<file path="src/rtl/instr_fetch_ir_if.sv">
// rtl/instr_fetch_ir_if.sv - byte stream, flush and instruction queue handshake bundle for instr_fetch_ir
interface instr_fetch_ir_if;
  logic [7:0]  byte_in;
  logic        byte_valid;
  logic        byte_ready;
  logic        flush;
  logic        inc_pc;
  logic        instr_valid;
  logic        instr_ready;
  logic [2:0]  opcode;
  logic [12:0] addr_ir;
  logic        halt;

  // Environment side: program memory, controller and PC.
  modport master (
    output byte_in, byte_valid, flush, instr_ready,
    input  byte_ready, inc_pc, instr_valid, opcode, addr_ir, halt
  );

  // Fetch stage side.
  modport slave (
    input  byte_in, byte_valid, flush, instr_ready,
    output byte_ready, inc_pc, instr_valid, opcode, addr_ir, halt
  );
endinterface

</file>
<file path="src/rtl/instr_fetch_ir.sv">
// rtl/instr_fetch_ir.sv - byte-pair instruction assembly with 2-deep queue; HLT detect under `IR_HLT_DETECT_EN
module instr_fetch_ir #(
  parameter int QDEPTH = 2
) (
  input logic           clk,
  input logic           reset,
  instr_fetch_ir_if.slave bus
);

  typedef enum logic {
    PH_HI = 1'b0,
    PH_LO = 1'b1
  } phase_t;

  phase_t                   phase_q, phase_d;
  logic [7:0]               hi_byte_q, hi_byte_d;
  logic [QDEPTH-1:0][15:0]  mem_q, mem_d;
  logic                     wr_ptr_q, wr_ptr_d;
  logic                     rd_ptr_q, rd_ptr_d;
  logic [1:0]               count_q, count_d;
  logic                     inc_pc_q, inc_pc_d;

  logic                     halt_w;
  logic                     byte_ready_w;
  logic                     acc;
  logic                     push;
  logic                     pop;
  logic [15:0]              head;

`ifdef IR_HLT_DETECT_EN
  logic halt_q, halt_d;

  // Sticky halt: set by pushing an opcode-000 instruction, cleared only by reset.
  always_comb begin
    halt_d = halt_q | (push & (hi_byte_q[7:5] == 3'b000));
  end

  // Halt flag register.
  always_ff @(posedge clk) begin
    if (reset) halt_q <= 1'b0;
    else       halt_q <= halt_d;
  end

  assign halt_w = halt_q;
`else
  assign halt_w = 1'b0;
`endif

  // Ready depends only on registered state and flush, never on instr_ready.
  assign byte_ready_w = ~bus.flush & ~halt_w & ~((phase_q == PH_LO) & (count_q == 2'd2));
  assign acc          = bus.byte_valid & byte_ready_w;
  assign push         = acc & (phase_q == PH_LO);
  assign pop          = (count_q != 2'd0) & bus.instr_ready & ~bus.flush;
  assign head         = mem_q[rd_ptr_q];

  assign bus.byte_ready  = byte_ready_w;
  assign bus.inc_pc      = inc_pc_q;
  assign bus.instr_valid = (count_q != 2'd0);
  assign bus.opcode      = head[15:13];
  assign bus.addr_ir     = head[12:0];
  assign bus.halt        = halt_w;

  // Next-state: phase FSM, byte latch, queue pointers/count and inc_pc pulse.
  always_comb begin
    phase_d   = phase_q;
    hi_byte_d = hi_byte_q;
    mem_d     = mem_q;
    wr_ptr_d  = wr_ptr_q;
    rd_ptr_d  = rd_ptr_q;
    count_d   = count_q;
    inc_pc_d  = acc;

    if (bus.flush) begin
      phase_d  = PH_HI;
      count_d  = 2'd0;
      wr_ptr_d = 1'b0;
      rd_ptr_d = 1'b0;
    end else begin
      if (acc) begin
        if (phase_q == PH_HI) begin
          hi_byte_d = bus.byte_in;
          phase_d   = PH_LO;
        end else begin
          mem_d[wr_ptr_q] = {hi_byte_q, bus.byte_in};
          wr_ptr_d        = ~wr_ptr_q;
          phase_d         = PH_HI;
        end
      end
      if (pop) begin
        rd_ptr_d = ~rd_ptr_q;
      end
      case ({push, pop})
        2'b10:   count_d = count_q + 2'd1;
        2'b01:   count_d = count_q - 2'd1;
        default: count_d = count_q;
      endcase
    end
  end

  // State register with synchronous active-high reset.
  always_ff @(posedge clk) begin
    if (reset) begin
      phase_q   <= PH_HI;
      hi_byte_q <= 8'h00;
      mem_q     <= '0;
      wr_ptr_q  <= 1'b0;
      rd_ptr_q  <= 1'b0;
      count_q   <= 2'd0;
      inc_pc_q  <= 1'b0;
    end else begin
      phase_q   <= phase_d;
      hi_byte_q <= hi_byte_d;
      mem_q     <= mem_d;
      wr_ptr_q  <= wr_ptr_d;
      rd_ptr_q  <= rd_ptr_d;
      count_q   <= count_d;
      inc_pc_q  <= inc_pc_d;
    end
  end

endmodule
</file>
<file path="src/flat_wrapper.sv">
// flat-port wrapper written by rule: the top's interface ports become plain ports
module instr_fetch_ir_flat 
#(
  parameter int QDEPTH = 2
)
  (clk, reset, bus_byte_in, bus_byte_valid, bus_flush, bus_instr_ready, bus_byte_ready, bus_inc_pc, bus_instr_valid, bus_opcode, bus_addr_ir, bus_halt);
  instr_fetch_ir_if bus_i ();
  input logic clk;
  input logic reset;
  input wire logic [$bits(bus_i.byte_in)-1:0] bus_byte_in;
  input wire logic [$bits(bus_i.byte_valid)-1:0] bus_byte_valid;
  input wire logic [$bits(bus_i.flush)-1:0] bus_flush;
  input wire logic [$bits(bus_i.instr_ready)-1:0] bus_instr_ready;
  output wire logic [$bits(bus_i.byte_ready)-1:0] bus_byte_ready;
  output wire logic [$bits(bus_i.inc_pc)-1:0] bus_inc_pc;
  output wire logic [$bits(bus_i.instr_valid)-1:0] bus_instr_valid;
  output wire logic [$bits(bus_i.opcode)-1:0] bus_opcode;
  output wire logic [$bits(bus_i.addr_ir)-1:0] bus_addr_ir;
  output wire logic [$bits(bus_i.halt)-1:0] bus_halt;
  assign bus_i.byte_in = bus_byte_in;
  assign bus_i.byte_valid = bus_byte_valid;
  assign bus_i.flush = bus_flush;
  assign bus_i.instr_ready = bus_instr_ready;
  assign bus_byte_ready = bus_i.byte_ready;
  assign bus_inc_pc = bus_i.inc_pc;
  assign bus_instr_valid = bus_i.instr_valid;
  assign bus_opcode = bus_i.opcode;
  assign bus_addr_ir = bus_i.addr_ir;
  assign bus_halt = bus_i.halt;
  instr_fetch_ir #(.QDEPTH(QDEPTH)) u_core (.clk(clk), .reset(reset), .bus(bus_i));
endmodule
</file>
<file path="config.mk">
export PLATFORM = sky130hd
export DESIGN_NAME = instr_fetch_ir_flat
export DESIGN_NICKNAME = d
export VERILOG_FILES = /design/src/rtl/instr_fetch_ir_if.sv /design/src/rtl/instr_fetch_ir.sv /design/src/flat_wrapper.sv
export SDC_FILE = /design/constraint.sdc
export NUM_CORES = 1
export LEC_CHECK = 0
export CORE_ASPECT_RATIO = 1.1
export CORE_MARGIN = 2
export CORE_UTILIZATION = 57
export CTS_CLUSTER_DIAMETER = 150
export CTS_CLUSTER_SIZE = 30
export DETAILED_ROUTE_END_ITERATION = 8
export HOLD_SLACK_MARGIN = 0.03
export MAX_ROUTING_LAYER = met4
export PLACE_DENSITY = 0.89
export SLEW_MARGIN = 20
export SYNTH_ARGS = -nofsm -noshare
export SYNTH_HDL_FRONTEND = slang
export SYNTH_SLANG_ARGS = --single-unit
</file>
<file path="constraint.sdc">
create_clock -name clk -period 2.8 [get_ports clk]
set_clock_uncertainty 0.2 [all_clocks]
set_input_delay 0.42 -clock clk [delete_from_list [all_inputs] [get_ports clk]]
set_output_delay 0.42 -clock clk [all_outputs]
set_load 0.01 [all_outputs]
</file>
==> reports/metrics.csv <==
metric;value;unit
status;finished, final reports clean;
via_per_inst;5.08;
ys_warn_count;0;
routabilityCongestion;0.812;
path_max_fanout;7;
fin_util;0.707;
vdd_drop_max;0.000363;V
crit_required;2.18;ns
worstSetupEndpoint;bus_byte_ready;
ys_ff_latch;46;
cts_hold_buf;0;
cp.arrival;1.64;ns
die_w;62.3;microns
cts_buffer_depth;2;
start_kind;register;
setup-tns-final;0;ns
ant_nets;0;
rrSetupSlack;0.88;ns
setup_slack;0.538;ns
hp-class;reg -> reg;
cellPowerDensity;478;mW/mm^2
first_iter_violations;110;
syn_area_per_cell;10.0;sq um
cp_slowest_stage_delay;0.50;ns
synthCells;213;
wl_per_cell;13.0;microns
r2r_end;u_core.count_q[1];
synthTopCellsByArea;dfxtp_1 43%, mux2i_1 15%, nand2b_1 14%;
yosysSeqAreaShare;0.431;
start_util;0.589;
ys.flop_type;dfxtp_1;
port_buffers;31;
clock_sinks;46;
rsz0062_at_grt;false;
root_buffer;clkbuf_8;
cts_made_buffers;5;
cts_tree;done;
ys_async_sr_fraction;0;
dp_slack;0.317;ns
cts_resized;0;
synth_top_area_frac;0.431;
timing.setup.critical_path_class;reg -> out;
worstReg2RegStart;u_core.count_q[1];
grt_pass1_wl;6530;microns
clk_pin_slew;0.08;ns
period_needed;2.26;ns
area_delta_synth_final;20.1;%
hold_viol;0;
startpoint;u_core.count_q[1];
max_freq;442;MHz
crit_chain;nor2b_2, a21oi_1, clkdlybuf4s50_1;
slew_headroom;0.552;
syn_nets;227;
finalWirelength;3810;microns
finalNetCount;256;
fillers;294;
rows;23;
grt_usage;0.206;
synth_edf_count;0;
grt_start_max_net_pins;60;
grt_overflow_total;0;
yosys.area.top_type;dfxtp_1;
design.die.area;0.00425;sq mm
worst-slew-pin-transition;0.665;ns
critPathSlowestCell;clkdlybuf4s50_1;
antenna_cells;0;
dieHeight;68.2;microns
drv_slew;0;
h-tree-depth;2;
rr_worst_depth;6;
insertion_delay;0.29;ns
syn_area;0.00213;sq mm
synth_common_cells;48 x nand2b_1, 46 x dfxtp_1, 32 x mux2i_1;
min_from;u_core.mem_q[26];
antenna_found_initial;0;
min_period_over_period;0.808;
p_leak;1.00;nW
firstDrtPassIters;4;
ios;33;
vias;1488;
drc;0;
synth.distinct_cells;28;
synth.most_common_cell;nand2b_1;
final_layout_size_suffix_gt1_frac;0.148;
drv_cap;0;
dpl.hpwl;2660;microns
cts_setup_buffers;0;
coreArea;0.00363;sq mm
whs;0.273;ns
grt_pass1_vias;1420;
crit_path_end_kind;primary output;
final-setup-viol-count;0;
worst min-delay path by stage:
stage | end | slack [ns] | cells after the start
after floorplan | u_core.mem_q[16] | 0.25 | 2
after global placement | u_core.mem_q[24] | 0.26 | 2
after detailed placement | u_core.mem_q[19] | 0.26 | 2
after CTS | u_core.mem_q[28] | 0.28 | 2
after global routing | u_core.mem_q[19] | 0.30 | 2
final | u_core.mem_q[26] | 0.27 | 2
kinds of logic after synthesis:
group	synth area share
other	0.00176
AOI/OAI and AO/OA	0.0574
DFF	0.431
xor gates and xnor gates	0.0123
adders and majority gates	0.00586
muxes	0.234
buffers and inverters	0.0463
and+or+nand+nor	0.210
metal layers:
layer,GRT usage,wire [microns],up-vias
met5,-,0,-
met2,0.355,1890,25
met4,0.0667,53,0
met1,0.240,1710,688
li1,-,-,770
met3,0.0543,157,5
worst max-delay path: cells and delay by family (launching register included):
kind / cells / cell delay (ns)
AO/OA/AOI/OAI: 1 / 0.13
buffers and inverters: 1 / 0.50
flip-flops: 1 / 0.38
AND/OR/NAND/NOR: 1 / 0.33
flip-flops by register name (all words and copies together), names as in the netlist:
| name | cells |
|---|---|
| u_core.hi_byte_q | 8 |
| u_core.count_q | 2 |
| u_core.bus.inc_pc | 1 |
| u_core.rd_ptr_q | 1 |
| u_core.mem_q | 32 |
| u_core.wr_ptr_q | 1 |
| u_core.phase_q | 1 |
per-stage QoR:
step                      cell area, sq um  total power, mW  std cells
after floorplan                       2130            0.736        213
after global placement                2460            0.770        285
after detailed placement              2460            0.772        285
after CTS                             2560             1.24        293
after global routing                  2560             1.27        293
final                                 2560             1.23        293
layout by cell type, fill, tap and decap left out:
cell type        instances
nand2b_1                48
dfxtp_1                 46
mux2i_1                 32
clkdlybuf4s50_1         31
mux2_2                  16
a21oi_1                 12
o21ai_0                 11
nand2_1                 10
buf_4                    6
nor2_1                   5
clkbuf_8                 5
or2_2                    2
xor2_1                   2
clkbuf_1                 2
nand2b_4                 1
nor2b_2                  1
nor3_2                   1
and3b_1                  1
xnor2_1                  1
or3_1                    1
inv_2                    1
o31ai_1                  1
or4_4                    1
nor3b_1                  1
nor4_1                   1
or3_2                    1
ha_1                     1
conb_1                   1
bufinv_16                1
report_power, final:
part           total, mW  internal (mW)  leakage (nW)  switching (mW)
combinational     0.0870         0.0476         0.575          0.0394
clock              0.469          0.267        0.0524           0.202
sequential         0.669          0.663         0.372         0.00642
total               1.23          0.977          1.00           0.248
area by class of cell:
class,instances,area [sq um],area share
Clock buffer,7,76.3,0.0298
Clock inverter,1,30.0,0.0117
Inverter,1,3.75,0.00146
Multi-Input combinational cell,151,1110,0.435
Sequential cell,46,921,0.359
Tap cell,50,62.6,0.0244
Timing Repair Buffer,37,355,0.139
No activity file was read; power rests on OpenSTA's default activity.
